===== config.mk =====
export PLATFORM = sky130hd
export DESIGN_NAME = sync_fifo_param
export DESIGN_NICKNAME = d
export VERILOG_FILES = /design/src/rtl/sync_fifo_param.sv
export SDC_FILE = /design/constraint.sdc
export NUM_CORES = 1
export LEC_CHECK = 0
export ABC_AREA = 1
export CAP_MARGIN = 30
export CORE_ASPECT_RATIO = 0.6
export CORE_MARGIN = 5
export CORE_UTILIZATION = 59
export CTS_CLUSTER_SIZE = 14
export DETAILED_ROUTE_END_ITERATION = 10
export GPL_TIMING_DRIVEN = 0
export HOLD_SLACK_MARGIN = 0.08
export PLACE_DENSITY = 0.79
export SYNTH_ARGS = -nofsm -noshare
export SYNTH_HDL_FRONTEND = slang
export SYNTH_SLANG_ARGS = --single-unit

===== constraint.sdc =====
create_clock -name clk -period 2.4 [get_ports clk]
set_input_delay 0.6 -clock clk [delete_from_list [all_inputs] [get_ports clk]]
set_output_delay 0.6 -clock clk [all_outputs]
set_load 0.02 [all_outputs]

===== src/rtl/sync_fifo_param.sv =====
// sync_fifo_param: single-clock FIFO of arbitrary depth with occupancy count,
// almost-full/almost-empty thresholds, sticky overflow/underflow flags and a
// synchronous flush (clr). Asynchronous active-low reset on rst.
// Optional feature macro: FIFO_FWFT_EN (first-word fall-through read port).
// With the macro undefined, rd_data is registered and updates one cycle after
// an accepted read.
module sync_fifo_param #(
  parameter int DATA_WIDTH = 8,
  parameter int DEPTH      = 12,
  parameter int AF_MARGIN  = 2,
  parameter int AE_MARGIN  = 2
) (
  input  logic                         clk,
  input  logic                         rst,
  input  logic                         clr,
  input  logic                         wr_en,
  input  logic [DATA_WIDTH-1:0]        wr_data,
  input  logic                         rd_en,
  output logic [DATA_WIDTH-1:0]        rd_data,
  output logic                         o_fifo_full,
  output logic                         o_fifo_empty,
  output logic                         o_almost_full,
  output logic                         o_almost_empty,
  output logic [$clog2(DEPTH+1)-1:0]   o_count,
  output logic                         o_overflow,
  output logic                         o_underflow
);

  localparam int CW = $clog2(DEPTH+1);
  localparam int PW = (DEPTH > 1) ? $clog2(DEPTH) : 1;
  // Thresholds clamped into 0..DEPTH so they always fit the count width.
  localparam int AF_LEVEL = (AF_MARGIN >= DEPTH) ? 0 : DEPTH - AF_MARGIN;
  localparam int AE_LEVEL = (AE_MARGIN >= DEPTH) ? DEPTH : AE_MARGIN;

  logic [DATA_WIDTH-1:0] mem_q [DEPTH];
  logic [PW-1:0]         wr_ptr_q, wr_ptr_d;
  logic [PW-1:0]         rd_ptr_q, rd_ptr_d;
  logic [CW-1:0]         count_q, count_d;
  logic                  overflow_q, overflow_d;
  logic                  underflow_q, underflow_d;
  logic                  full, empty;
  logic                  rd_acc, wr_acc;

  // Pointer advance with explicit wrap at DEPTH-1 (depth need not be 2^n).
  function automatic logic [PW-1:0] ptr_inc(input logic [PW-1:0] p);
    return (p == PW'(DEPTH-1)) ? '0 : p + PW'(1);
  endfunction

  assign full  = (count_q == CW'(DEPTH));
  assign empty = (count_q == '0);

  // Accept decisions; clr suppresses both so it can't race a transfer.
  always_comb begin
    rd_acc = rd_en & ~empty & ~clr;
    wr_acc = wr_en & (~full | rd_acc) & ~clr;
  end

  // Next-state for pointers, count and sticky error flags.
  always_comb begin
    wr_ptr_d    = wr_ptr_q;
    rd_ptr_d    = rd_ptr_q;
    count_d     = count_q;
    overflow_d  = overflow_q;
    underflow_d = underflow_q;
    if (clr) begin
      wr_ptr_d    = '0;
      rd_ptr_d    = '0;
      count_d     = '0;
      overflow_d  = 1'b0;
      underflow_d = 1'b0;
    end else begin
      if (wr_acc) wr_ptr_d = ptr_inc(wr_ptr_q);
      if (rd_acc) rd_ptr_d = ptr_inc(rd_ptr_q);
      case ({wr_acc, rd_acc})
        2'b10:   count_d = count_q + CW'(1);
        2'b01:   count_d = count_q - CW'(1);
        default: count_d = count_q;
      endcase
      if (wr_en && !wr_acc) overflow_d  = 1'b1;
      if (rd_en && !rd_acc) underflow_d = 1'b1;
    end
  end

  // Control state registers.
  always_ff @(posedge clk or negedge rst) begin
    if (!rst) begin
      wr_ptr_q    <= '0;
      rd_ptr_q    <= '0;
      count_q     <= '0;
      overflow_q  <= 1'b0;
      underflow_q <= 1'b0;
    end else begin
      wr_ptr_q    <= wr_ptr_d;
      rd_ptr_q    <= rd_ptr_d;
      count_q     <= count_d;
      overflow_q  <= overflow_d;
      underflow_q <= underflow_d;
    end
  end

  // Storage array; contents are intentionally not reset.
  always_ff @(posedge clk) begin
    if (wr_acc) mem_q[wr_ptr_q] <= wr_data;
  end

`ifdef FIFO_FWFT_EN
  // Head entry is visible whenever the FIFO holds data; rd_en only pops it.
  always_comb begin
    rd_data = empty ? '0 : mem_q[rd_ptr_q];
  end
`else
  logic [DATA_WIDTH-1:0] rd_data_q, rd_data_d;

  // Registered read port: load the head word on an accepted read, else hold.
  always_comb begin
    rd_data_d = rd_acc ? mem_q[rd_ptr_q] : rd_data_q;
  end

  // Read data register.
  always_ff @(posedge clk or negedge rst) begin
    if (!rst) rd_data_q <= '0;
    else      rd_data_q <= rd_data_d;
  end

  assign rd_data = rd_data_q;
`endif

  assign o_fifo_full    = full;
  assign o_fifo_empty   = empty;
  assign o_almost_full  = (count_q >= CW'(AF_LEVEL));
  assign o_almost_empty = (count_q <= CW'(AE_LEVEL));
  assign o_count        = count_q;
  assign o_overflow     = overflow_q;
  assign o_underflow    = underflow_q;

endmodule


Word-level counts from Yosys, hierarchy flattened
Memories as Yosys holds them, arrays and structs flattened. A register that Yosys moved wholly into a read port is not among the register bits.
Index checks and enable logic that the tools add are counted.

storage, ports and cells
  register bits after elaboration = 14
  bits in latches = 0
  RAM bits = 96
  memory bits (read-only) = 0
  output and inout port bits = 18
  logic and storage cells = 50
  memories kept = 1

memory list
  name   depth  bits a word  rd ports  clocked after memory_dff  wr ports  line  source
  mem_q  12     8            1         1                         1         35    logic [DATA_WIDTH-1:0] mem_q [DEPTH];

operators by class
  add/sub/neg operators = 4
  multiply operators = 0
  divide/modulo/power cells = 0
  magnitude comparators = 2
  equal/unequal tests = 5
  shifts and indexed selects = 0
  mux-type cells = 14
  bitwise logic cells = 8
  reductions and logical operators = 11

operator list
  kind                                                                               number
  4-bit two-way mux                                                                  7
  4-bit by 1-bit adder with 4-bit output (second input constant)                     3
  4-bit equality test (second input constant)                                        3
  4-bit case mux with 2 select lines                                                 1
  2-bit nonzero test                                                                 4
  1-bit two-way mux                                                                  6
  1-bit AND                                                                          4
  4-bit greater-or-equal comparator (second input constant)                          1
  4-bit by 2-bit less-or-equal comparator with 1-bit output (second input constant)  1
  4-bit logical NOT                                                                  1
  4-bit by 1-bit subtractor with 4-bit output (second input constant)                1
  1-bit logical NOT                                                                  3
  1-bit inverter                                                                     3
  3-bit nonzero test                                                                 1
  2-bit by 1-bit equality test with 1-bit output (second input constant)             1
  2-bit equality test (second input constant)                                        1
  1-bit logical AND                                                                  2
  1-bit OR                                                                           1

Depth between registers and ports, before layout
Gate-level depths: netlist of the first run.

  word-level depth = 11
  depth in mapped cells = 14
  gate-level depth less buffers = 14

Worst setup path before layout of the first run
Ideal clock, no wire load.

  kind = register to register
  start = register count_q[0], in the netlist o_count[0]
  end = memory mem_q[7][0], enable pin
  setup time = 395 ps
  arrival time = 1935 ps
  path slack = 70 ps
  cell stages (with the launch flop) = 7
  path buffers = 0
  period minus slack after synthesis = 2330 ps
  cell sequence = dfrtp_1 nor2_2 nand2_1 inv_1 nand2_2 nand2_4 nor4_1

RTL lines
  item                                     line  source
  start: declaration                       38    logic [CW-1:0] count_q, count_d;
  start signal: assignment                 95    count_q <= count_d;
  4-bit equality test                      49    assign full = (count_q == CW'(DEPTH));
  via o_fifo_full                          20    output logic o_fifo_full,
  1-bit inverter                           55    wr_acc = wr_en & (~full | rd_acc) & ~clr;
  1-bit OR                                 55
  1-bit AND (2 in series)                  55
  1-bit two-way mux                        103   if (wr_acc) mem_q[wr_ptr_q] <= wr_data;
  1-bit two-way mux (implied by the code)  103
  end: declaration                         35

The timed path passes the listed nets, and every way through them passes these cells.

Worst setup path in the final report of the first run
  start = register count_q[0], in the netlist o_count[0]
  end = output o_fifo_full

between the ends
  cells in the longest elaborated chain, start to end = 1

ends and longest elaborated chain
  item                 line
  4-bit equality test  49
  end: declaration     20

Every way passes these cells.

==> results, run 1 <==
- The run finished with clean final reports.
- Data on the critical path is required at its endpoint by around 1.8 ns.
- The maximum buffer depth of the clock tree is 2.
- The global placer's final weighted congestion is just over 0.9.
- The first routing iteration left between 400 and 500 violations.
- In this run the power density over the cells is between 800 and 900 nW/µm².
- In this run, post-CTS repair resized a total of 28 instances.
- The cell family with the largest share of critical-path delay is flip-flops.
- The post-detailed-route via-to-cell ratio is 5.983.
- The clock period minus worst slack is 2.285 ns.
- Pin placement for this block handled 31 I/O pins.
- The die is 82.43 µm tall.
- In the synthesized netlist, the number of instances is 473.
- Post-CTS timing repair inserted 0 buffers for setup.
- The floorplan step defined a die boundary enclosing 10770 µm².
- The static leakage is roughly 2.4 nW.
- The repair_antennas step left the layout with diodes totalling 0.
- The largest incremental delay on the critical path is 0.47 ns.
- The number of max-slew violations in the final report is 0.
- The total half-perimeter wirelength after legalization and detailed placement is 8845 µm.
- The critical path ends at o_fifo_full.
- The floorplan die width is 130.7 µm.
- The final global-route overflow total is 0.
- The buffering stage count on the worst path with inverters included is 2.
- The count of endpoints failing hold in the final timing report is 0.
- The maximum clock frequency is 437.7 MHz.
- The worst setup path startpoint is o_count[0].
- The clock net sink count is approximately 120.
- The region available for standard cell placement spans roughly 8500 µm².
- The remaining design rule violation count is 0.
- The final layout contains routed wiring with a total length of 13540 µm.
- In this run, CTS created clock tree buffers numbering 17.
- In this run the remaining antenna-violating nets after routing total 0.
- The number of nets in the layout is around 550.
- For the worst-skew pair, the clock arrives at the later sink with an insertion delay of about 0.4 ns.
- Sequential elements use 66.55% of the synthesized area.
- In this run the number of H-tree levels came out at 4.
- The register bit total from synthesis is around 120.
- The worst setup path is captured at an output pin.
- The minimum setup slack among reg-to-reg paths is roughly 0.33 ns.
- After filler insertion, the fill cell instance count of the layout stands at roughly 570.
- The cell with the biggest individual delay on the critical path is sky130_fd_sc_hd__dfrtp_1.
- The multi-input gate area in the final layout is around 1600 µm².
- The ratio of cells with drive above 1 in the final layout is ~14%.
- Setup repair after global routing left no endpoint under its margin.
- The destination of the worst register-to-register timing path is mem_q[5][3].
- After detailed routing, the average wire length per cell comes to approximately 21 µm.
- The startpoint of the worst register-to-register path is o_count[0].
- The wire length of the first global-routing pass is about 21000 µm.
- The total non-filler cell area in the finished layout is 6306 µm².
- Relative to the synthesized area, the layout overhead comes to 22.24%.
- After clock tree synthesis, the flow added hold-fix buffers numbering 0.
- The number of cells on the worst hold path is 1.
- The maximum number of pins on one net before global-route repair is 17.
- The signal arrival time at the worst endpoint is 1.68 ns.
- Summing all flip-flop and latch instances after layout gives 3435 µm².
- The launching element type of the critical path is a register.
- The initialized floorplan defines 26 standard-cell rows.
- The count of input and output buffers is 30.
- For the worst flop-to-flop path, the logic depth is 8.
- The number of global-route vias before repair is ~3600.
- The source of the worst hold timing path is o_overflow.
- For the pin with the worst max-slew slack, the measured transition is roughly 0.62 ns.
- CTS placed an instance of sky130_fd_sc_hd__clkbuf_16 at the clock tree root.
- The worst slew margin relative to its limit is around three fifths.
- The starting density of the core is approximately three fifths.
- The total stage count of the critical path is 4.
- The max-cap violation count is 0.
- The worst setup path is of the reg2out kind.
- The min-delay analysis places its worst path in the category reg2reg.
- The maximum fanout encountered on the critical timing path is 6.
- The cell area after synthesis is just over 5000 µm².
- The first detailed-routing pass took 5 iterations.
- The post-synth net total is 494.
- The number of warnings issued by yosys is 0.
- Yosys mapped the design onto 33 distinct sky130hd cell types.
- Each instance of the synthesized netlist takes up on average 10.91 µm².
- The worst IR drop on VDD is around 950 µV.
- The clock-pin slew of the registers on the worst-case setup and hold paths is roughly 0.06 ns.
- The final sum of negative setup slack is 0 ns.
- The placed instance area is ~5600 µm².
- Traced cell by cell, the critical path runs through nor2_2, nand2_1, inv_1, dlygate4sd2_1.
- The share of the clock period used by the worst path after layout is ~95%.
- The worst-case clock skew is 0.006762 ns.
- The global routing usage summed across all routing layers is a little over a quarter.
- The initial antenna violation count is 0.
- The TritonCTS clock tree is built.
- The detailed router placed slightly below 4000 vias in this run.
- The final-report setup violation count is 0.
sequential cells by signal (all words and copies together) (netlist names):
| name | cells |
|---|---|
| wr_ptr_q | 4 |
| o_underflow | 1 |
| rd_ptr_q | 4 |
| mem_q | 96 |
| o_count | 4 |
| rd_data | 8 |
| o_overflow | 1 |
per-layer routing:
| metal | wire length (µm) | GRT usage, % | share of wire, % |
|---|---|---|---|
| met1 | 5688 | 39.58 | 42 |
| met3 | 1687 | 6.748 | 12 |
| met2 | 5947 | 39.01 | 44 |
| met4 | 213 | 10.78 | 1.6 |
| met5 | 0 | 0 | 0 |
power by group:
| part | switching, mW | internal (mW) | total [mW] |
|---|---|---|---|
| sequential | 0.0528 | 2.31 | 2.36 |
| clock | 0.876 | 1.65 | 2.52 |
| combinational | 0.415 | 0.268 | 0.682 |
| total | 1.34 | 4.22 | 5.57 |
area by class of cell:
cell class                 count  area share (%)
sequential                   118           54.46
multi-input combinational    305           25.36
clock buffer                  22           7.202
timing repair buffer          32           5.258
tap                          112           2.222
clock inverter                10           2.044
inverter                      30           1.825
buffer                        20           1.627
cell usage after synthesis (all sizes together):
library cell | instances | area share, %
o22ai | 1 | 0.12
nor2 | 65 | 5.1
nand4 | 8 | 1.6
clkinv | 1 | 0.073
nand2 | 112 | 8.6
edfxtp | 96 | 56
a21oi | 2 | 0.27
nor4 | 1 | 0.12
dfrtp | 22 | 11
xor2 | 3 | 0.51
or2 | 4 | 0.49
o21a | 1 | 0.15
fa | 1 | 0.39
nand3 | 63 | 6.4
ha | 7 | 1.7
a21boi | 4 | 0.58
buf | 14 | 1.6
inv | 29 | 2.2
o21ai | 33 | 3.3
clkbuf | 6 | 0.44
layout by cell type (no fill, tap or decap), types with 2 or more instances in the layout:
cell | netlist | final
sky130_fd_sc_hd__ha_1 | 7 | 7
sky130_fd_sc_hd__xor2_1 | 3 | 3
sky130_fd_sc_hd__nand4_1 | 6 | 6
sky130_fd_sc_hd__clkbuf_16 | 0 | 17
sky130_fd_sc_hd__buf_1 | 2 | 2
sky130_fd_sc_hd__dlygate4sd2_1 | 0 | 3
sky130_fd_sc_hd__dlymetal6s2s_1 | 0 | 2
sky130_fd_sc_hd__a21boi_1 | 4 | 4
sky130_fd_sc_hd__nand2_4 | 2 | 2
sky130_fd_sc_hd__nand4_4 | 2 | 2
sky130_fd_sc_hd__o21ai_0 | 28 | 28
sky130_fd_sc_hd__clkbuf_1 | 6 | 10
sky130_fd_sc_hd__inv_1 | 25 | 25
sky130_fd_sc_hd__clkdlybuf4s50_1 | 0 | 24
sky130_fd_sc_hd__nor2_1 | 63 | 51
sky130_fd_sc_hd__nand2_2 | 4 | 4
sky130_fd_sc_hd__o21ai_1 | 4 | 4
sky130_fd_sc_hd__dfrtp_1 | 22 | 21
sky130_fd_sc_hd__clkinvlp_4 | 0 | 2
sky130_fd_sc_hd__bufinv_16 | 0 | 3
sky130_fd_sc_hd__inv_2 | 3 | 3
sky130_fd_sc_hd__nor2_4 | 0 | 11
sky130_fd_sc_hd__nand2_1 | 106 | 106
sky130_fd_sc_hd__buf_2 | 10 | 10
sky130_fd_sc_hd__nor2_2 | 1 | 2
sky130_fd_sc_hd__edfxtp_1 | 96 | 96
sky130_fd_sc_hd__buf_6 | 2 | 2
sky130_fd_sc_hd__nand3_1 | 62 | 62
sky130_fd_sc_hd__clkinv_1 | 1 | 2
sky130_fd_sc_hd__clkinv_2 | 0 | 4
sky130_fd_sc_hd__or2_0 | 4 | 4
logic make-up (layout without fill, tap and decap cells):
family,after synthesis,count (layout),synth area share (%)
XOR/XNOR,3,3,0.5094
buffers and inverters,50,114,4.220
AO/OA/AOI/OAI,41,41,4.390
flip-flops,118,118,66.55
adder cells (fa/ha/maj),8,8,2.086
AND/OR/NAND/NOR,253,253,22.24
how the worst min path moves through the flow:
stage	to	slack [ns]
after CTS	o_overflow	0.50
after detailed placement	o_overflow	0.48
after floorplan	o_count[0]	0.30
after global placement	o_overflow	0.48
final	o_overflow	0.49
after global routing	o_overflow	0.50
per-stage QoR:
step / hold WS (ns) / std cells / setup slack, ns / power [mW] / util (%)
2_1_floorplan: 0.3044 / 473 / 0.06985 / 2.746 / -
3_3_place_gp: 0.4774 / 615 / -1.114 / 3.039 / 65.69
3_5_place_dp: 0.4835 / 617 / -0.8537 / 3.063 / 66.18
4_1_cts: 0.4950 / 649 / 0.03437 / 5.564 / 73.97
5_1_grt: 0.4998 / 649 / 0.04787 / 5.719 / 73.99
6_report: 0.4933 / 649 / 0.1152 / 5.567 / 73.99
(Power assumes the default switching activity.)
==> run 2: changes to the inputs <==
--- a/config.mk
+++ b/config.mk
@@ -9,12 +9,12 @@
 export CAP_MARGIN = 30
 export CORE_ASPECT_RATIO = 0.6
 export CORE_MARGIN = 5
-export CORE_UTILIZATION = 59
+export CORE_UTILIZATION = 63
 export CTS_CLUSTER_SIZE = 14
 export DETAILED_ROUTE_END_ITERATION = 10
 export GPL_TIMING_DRIVEN = 0
 export HOLD_SLACK_MARGIN = 0.08
-export PLACE_DENSITY = 0.79
+export PLACE_DENSITY = 0.84
 export SYNTH_ARGS = -nofsm -noshare
 export SYNTH_HDL_FRONTEND = slang
 export SYNTH_SLANG_ARGS = --single-unit
==> constraint.sdc (replaced) <==
create_clock -name clk -period 2.7 [get_ports clk]
set_input_delay 0.675 -clock clk [delete_from_list [all_inputs] [get_ports clk]]
set_output_delay 0.675 -clock clk [all_outputs]
set_load 0.02 [all_outputs]
==> results, run 2 (synthesized netlist as in run 1, its figures left out) <==
- The later pin in the worst-skew pair is clocked with a latency of approximately 0.41 ns.
- The data required time at the worst endpoint is around 2.0 ns.
- The layer with the highest usage after global routing is met2.
- The maximum clock frequency is around 380 MHz.
- The first global-routing pass estimated 20480 µm of wire.
- Clock tree synthesis selected as its root buffer the cell sky130_fd_sc_hd__clkbuf_16.
- The maximum fanout encountered on the critical timing path is 6.
- The ratio of cells with drive above 1 in the final layout is 12.66%.
- The clock period could shrink to 2.611 ns.
- The count of input and output buffers is 30.
- The count of fill cells added during filler insertion is around 470.
- TritonCTS built the clock tree.
- The remaining design rule violation count is 0.
- The number of antenna diodes in the final layout is 0.
- The met1 routing resource usage after global routing is roughly two fifths.
- STA classifies the critical path endpoint as an output pin.
- The clock net sink count is 118.
- Once the floorplan was initialized, standard cells occupied 65.19% of the core.
- Setup violations remaining at the end of the flow were counted as 0.
- The routed via count is a little under 4000.
- The maximum buffer depth of the clock tree is 2.
- IR analysis of the VDD net gives a maximum drop of 545.7 µV.
- The post-detailed-route via-to-cell ratio is around 6.0.
- Setup total negative slack on the finished layout was measured at 0 ns.
- The share of the clock period used by the worst path after layout is about 97%.
- Global routing consumed, on the met2 layer, around 40% of the routing resources.
- The initialized floorplan defines 25 standard-cell rows.
- The global routing usage summed across all routing layers is 28.09%.
- The count of endpoints failing hold in the final timing report is 0.
- The area growth from synthesis to layout is 20.66%.
- In this run the static leakage power is 2.413 nW.
- The number of flip-flops under the largest register name is 96.
- The path class of the tightest hold or removal check is reg2reg.
- The launching element type of the critical path is a register.
- The initial antenna violation count came to 0.
- The first detailed-routing pass ran for 6 iterations.
- For this run, the slowest stage of the critical path takes between 0.6 and 0.7 ns.
- In the layout the commonest cells are sky130_fd_sc_hd__nand2_1 (106), sky130_fd_sc_hd__edfxtp_1 (96), sky130_fd_sc_hd__nand3_1 (62).
- The number of cells in the finished layout apart from fillers is ~650.
- The worst-margin pin slew is approximately 0.7 ns.
- The total wire length is 13060 µm.
- The max-cap violation count is 0.
- The area of the core is slightly below 8000 µm².
- Setup repair after global routing left no endpoint under its margin.
- The storage element area is about 3400 µm².
- The worst slew margin relative to its limit is a little over half.
- The full die area is 10160 µm².
- The total placed cells including tap cells is 613.
- In this run the power density over the cells is 785.3 nW/µm².
- The count of routing violations after the opening detailed-route iteration is 612.
- The final global-route overflow total is 0.
- The buffering stage count on the worst path with inverters included is 2.
- For this design the top-level I/O count stands at 31.
- The multi-input gate area in the final layout is between 1500 and 2000 µm².
- The number of max-slew violations in the final report was 0.
- Among all stages on the critical path, the largest delay is contributed by sky130_fd_sc_hd__clkdlybuf4s50_1.
- The cell family with the largest share of critical-path delay is buffers and inverters.
- The number of global-route vias before repair is between 3000 and 4000.
- The critical setup path kind is reg2out.
- For met3 alone, demand over resource in global routing was under 10%.
- The die is around 80 µm tall.
- Traced cell by cell, the critical path runs through nor2_2, nand2_1, inv_1, clkdlybuf4s50_1.
- Summed over all nets, the half-perimeter wirelength after detailed placement is 8601 µm.
- The die is approximately 130 µm wide.
- In the final design database the tool counted ~550 nets.
- The register with the most flip-flops in the final layout is mem_q.
- The average routed wire per standard cell is approximately 20 µm.
- At the worst endpoint, the arrival time is 1.94 ns.
- The number of clock buffers inserted by TritonCTS is 17.
- For flop-to-flop paths, the worst setup slack is ~0.47 ns.
- The maximum number of pins on one net before global-route repair is 17.
- The congestion estimate from routability-driven global placement came to 0.9681.
- The post-route worst hold slack is slightly below 0.5 ns.
- The leading cell type in the layout, fill and taps excluded is sky130_fd_sc_hd__nand2_1.
- The clock tree synthesis step divided the H-tree into 4 levels.
- Clock skew on the completed layout was measured at approximately 0.0064 ns.
- Once detail routing completed, the nets flagged for antenna violations numbered 0.
- The flow ran to the end, and the final reports show no timing, DRC or antenna violations.
- The clock-pin slew of the registers on the worst-case setup and hold paths is about 0.050 ns.
- For this design, the CTS-stage hold fixing added 0 buffers.
[run 2: changes by cell type in the layout (fill, tap and decap cells not counted), sizes merged]
cell and change:
clkbuf -3, clkdlybuf4s50 +5, clkinv +2, dlygate4sd2 -3
dlymetal6s2s -1
[run 2: final timing paths]
| path | from | endpoint | depth (start not counted) |
|---|---|---|---|
| min reg2reg | o_overflow | o_overflow | 1 |
| min | o_overflow | o_overflow | 1 |
| max reg2reg | o_count[3] | mem_q[0][3] | 8 |
| min in group asynchronous | rst | o_underflow | 1 |
| max in group asynchronous | rst | wr_ptr_q[1] | 2 |
| max | o_count[0] | o_fifo_full | 4 |
[run 2: repair_timing]
action                     CTS  global route
resized for setup            8             4
buffers inserted             0             0
setup endpoints to repair   88            49
pin swaps                    0             0
[run 2: power by group]
| group | leakage [nW] | internal, mW | switching, mW | total [mW] |
|---|---|---|---|---|
| Sequential | 1.15 | 2.05 | 0.0469 | 2.10 |
| Combinational | 0.987 | 0.238 | 0.355 | 0.593 |
| Clock | 0.274 | 1.43 | 0.767 | 2.20 |
[run 2: per-layer routing]
layer / vias to the layer above / wire length, µm
met4: 0 / 204
met5: - / 0
met3: 25 / 1827
met2: 297 / 5754
li1: 1719 / -
met1: 1840 / 5272
[run 2: per-stage QoR]
step	worst slack, ns	utilization (%)	cell area, µm²	power, mW
after floorplan	0.3699	-	5159	2.441
after global placement	-0.9453	70.69	5594	2.695
after detailed placement	-0.5433	71.05	5623	2.714
after CTS	-0.1187	78.53	6215	4.895
after global routing	0.0001068	78.66	6225	5.049
final	0.08858	78.66	6225	4.888
[run 2: cell type report]
type / count / area share (%)
Multi-Input combinational cell: 305 / 24.76
Inverter: 30 / 1.849
Timing Repair Buffer: 32 / 5.226
Sequential cell: 118 / 55.16
Buffer: 20 / 1.648
Clock buffer: 20 / 7.015
Clock inverter: 12 / 2.171
Tap cell: 108 / 2.171
==> run 3: changes to the inputs <==
--- a/config.mk
+++ b/config.mk
@@ -14,7 +14,7 @@
 export DETAILED_ROUTE_END_ITERATION = 10
 export GPL_TIMING_DRIVEN = 0
 export HOLD_SLACK_MARGIN = 0.08
-export PLACE_DENSITY = 0.84
+export PLACE_DENSITY = 0.95
 export SYNTH_ARGS = -nofsm -noshare
 export SYNTH_HDL_FRONTEND = slang
 export SYNTH_SLANG_ARGS = --single-unit
==> results, run 3 (synthesized netlist as in run 1, its figures left out) <==
- The worst register-to-register path begins at o_count[1].
- The number of antenna diodes in the final layout is 0.
- The worst path uses a little over nine tenths of the clock period.
- Leaving out fill and tap cells, the most frequent cells in the layout are sky130_fd_sc_hd__nand2_1 (106), sky130_fd_sc_hd__edfxtp_1 (96), sky130_fd_sc_hd__nand3_1 (62).
- Counting along the longest clock path gives a buffer depth of 2.
- The count of fill cells added during filler insertion is 440.
- The total placed cells including tap cells is between 600 and 700.
- The maximum level of the CTS H-tree is 4.
- The count of hold-fix buffers inserted at cts is 0.
- Setup repair after global routing left no endpoint under its margin.
- The worst path setup slack after routing is about 0.077 ns.
- The number of max-slew violations in the final report is 0.
- In this run the most critical hold path is launched from o_overflow.
- The routed design has roughly 14000 µm of wire.
- The die covers between 10000 and 15000 µm².
- The final-report setup violation count is 0.
- Power spread over the standard cell area amounts to approximately 770 nW/µm².
- The minimum setup slack among reg-to-reg paths is 0.33 ns.
- The floorplan step defined a core boundary enclosing 7914 µm².
- The clock period minus worst slack is 2.623 ns.
- The total number of placement rows is 25.
- The static leakage is approximately 2.4 nW.
- During I/O placement, the number of pins put on the boundary was 31.
- The placed instance area is approximately 5600 µm².
- The worst pin sits at a relative slew slack of approximately a third.
- The launching element type of the critical path is a register.
- Once the clock tree was built, the resizer swapped 5 gates to a different size.
- The count of routing violations after the opening detailed-route iteration is between 700 and 800.
- The floorplan die width is ~130 µm.
- The worst register-to-register path has a depth of 8.
- The maximum clock frequency is around 380 MHz.
- For hold timing, the worst endpoint is o_overflow.
- The number of flip-flops under the largest register name is 96.
- For the worst setup path, the data arrival time is 1.95 ns.
- The number of nets in the layout is between 500 and 600.
- The starting density of the core is 65.19%.
- The register ranked first by flip-flop count is mem_q.
- The number of cells in the finished layout apart from fillers is about 640.
- In this run the tool buffered the top-level ports with 30 buffer cells.
- The total non-filler cell area in the finished layout is a little over 6000 µm².
- The end-of-flow core utilization is 77.93%.
- The number of global-route vias before repair was 3971.
- The number of cells on the worst hold path is 1.
- The count of endpoints failing hold in the final timing report is 0.
- Before antenna repair, the detailed router went through 7 iterations.
- The maximum fanout encountered on the critical timing path is 6.
- The destination of the worst register-to-register timing path is mem_q[9][4].
- Clock tree synthesis inserted a total of 17 buffers.
- The remaining number of nets flagged by the antenna check after routing is 0.
- Registers take 3435 µm².
- The final global-route overflow total is 0.
- The global routing usage summed across all routing layers is 29.44%.
- Leaving out fill and tap cells, the most frequent cell in the layout is sky130_fd_sc_hd__nand2_1.
- The class of the worst hold path is reg2reg.
- The tree built by TritonCTS fans out to 118 sinks.
- After detailed routing, the number of remaining DRC violations is 0.
- The ratio of cells with drive above 1 in the final layout is between 10% and 20%.
- The average routed wire per standard cell is around 22 µm.
- TritonCTS built the clock tree.
- The worst-margin pin slew is roughly 1.0 ns.
- The worst-case clock skew is 0.01586 ns.
- STA classifies the critical path endpoint as an output pin.
- The number of setup buffers added after CTS is 0.
- The clock insertion delay at the later pin of the skew report is roughly 0.42 ns.
- The placement-stage worst setup slack is -0.5447 ns.
- The post-detailed-route via-to-cell ratio is between 6 and 7.
- The die is roughly 80 µm tall.
- The run finished with clean final reports.
- The wire length of the first global-routing pass is roughly 22000 µm.
- The congestion estimate from routability-driven global placement came to around 0.97.
- The setup path with the least slack is of type reg2out.
- The initial antenna violation count is 0.
- Compared with the post-synthesis result, the final layout area differs by 19.55%.
- The maximum number of pins on one net before global-route repair is 23.
- Clock-pin slew was measured on the worst setup and hold paths at 0.06 ns.
- Summed over all nets, the half-perimeter wirelength after detailed placement is just over 9000 µm.
- The clock root buffer is sky130_fd_sc_hd__clkbuf_16.
- At the worst endpoint, the required time is between 2 and 2.5 ns.
- The max-cap violation count is 0.
- The post-route worst hold slack is 0.5036 ns.
- The multi-input gate area in the final layout is between 1500 and 2000 µm².
- The routed layout has approximately 4000 vias.
- The worst-case IR drop observed on VDD is between 500 and 600 µV.
[run 3: cell types whose count changed in the layout (fill, tap and decap cells not counted), sizes merged]
cell           before  now
dlymetal6s2s        1    3
clkdlybuf4s50      29   27
buf                16   15
bufinv              3    1
clkbuf             26   25
clkinv              8   11
[run 3: metrics by stage]
step | TNS [ns] | total power [mW]
6_report | 0 | 4.732
2_1_floorplan | 0 | 2.441
3_5_place_dp | -42.46 | 2.723
5_1_grt | 0 | 4.857
3_3_place_gp | -35.38 | 2.689
4_1_cts | -1.739 | 4.710
[run 3: layer usage]
layer | vias to the layer above | part of all wire [%] | wire length [µm] | GRT usage (%)
met5 | - | 0 | 0 | 0
met4 | 0 | 2.6 | 366 | 14.24
met3 | 43 | 13 | 1818 | 7.708
met2 | 334 | 48 | 6719 | 47.63
met1 | 1895 | 37 | 5121 | 37.49
li1 | 1720 | - | - | -
[run 3: worst max-delay path: stages, from the launching register on]
cell and delay [ns]:
sky130_fd_sc_hd__dfrtp_1 0.50, sky130_fd_sc_hd__nor2_2 0.21, sky130_fd_sc_hd__nand2_4 0.11, sky130_fd_sc_hd__inv_1 0.09
sky130_fd_sc_hd__clkdlybuf4s50_1 0.62
[run 3: worst max path at each step]
stage / start / end / slack [ns] / cells after the start
after floorplan: o_count[0] / mem_q[7][0] / 0.37 / 6
after global placement: clr / mem_q[7][7] / -0.78 / 6
after detailed placement: clr / mem_q[5][3] / -0.54 / 8
after CTS: clr / mem_q[5][4] / -0.12 / 8
after global routing: o_count[1] / o_fifo_empty / 0.03 / 4
final: o_count[1] / o_fifo_empty / 0.08 / 4
[run 3: where the power goes]
part	internal [mW]	total (mW)	switching [mW]
combinational	0.238	0.617	0.379
sequential	2.05	2.11	0.0563
clock	1.24	2.01	0.770
total	3.53	4.73	1.21
[run 3: cell type report]
cell class / instances / share of cell area [%]
clock buffer: 19 / 7.020
clock inverter: 13 / 1.461
multi-input combinational: 305 / 24.87
buffer: 20 / 1.664
sequential: 118 / 55.69
timing repair buffer: 31 / 5.234
inverter: 30 / 1.866
tap: 108 / 2.191
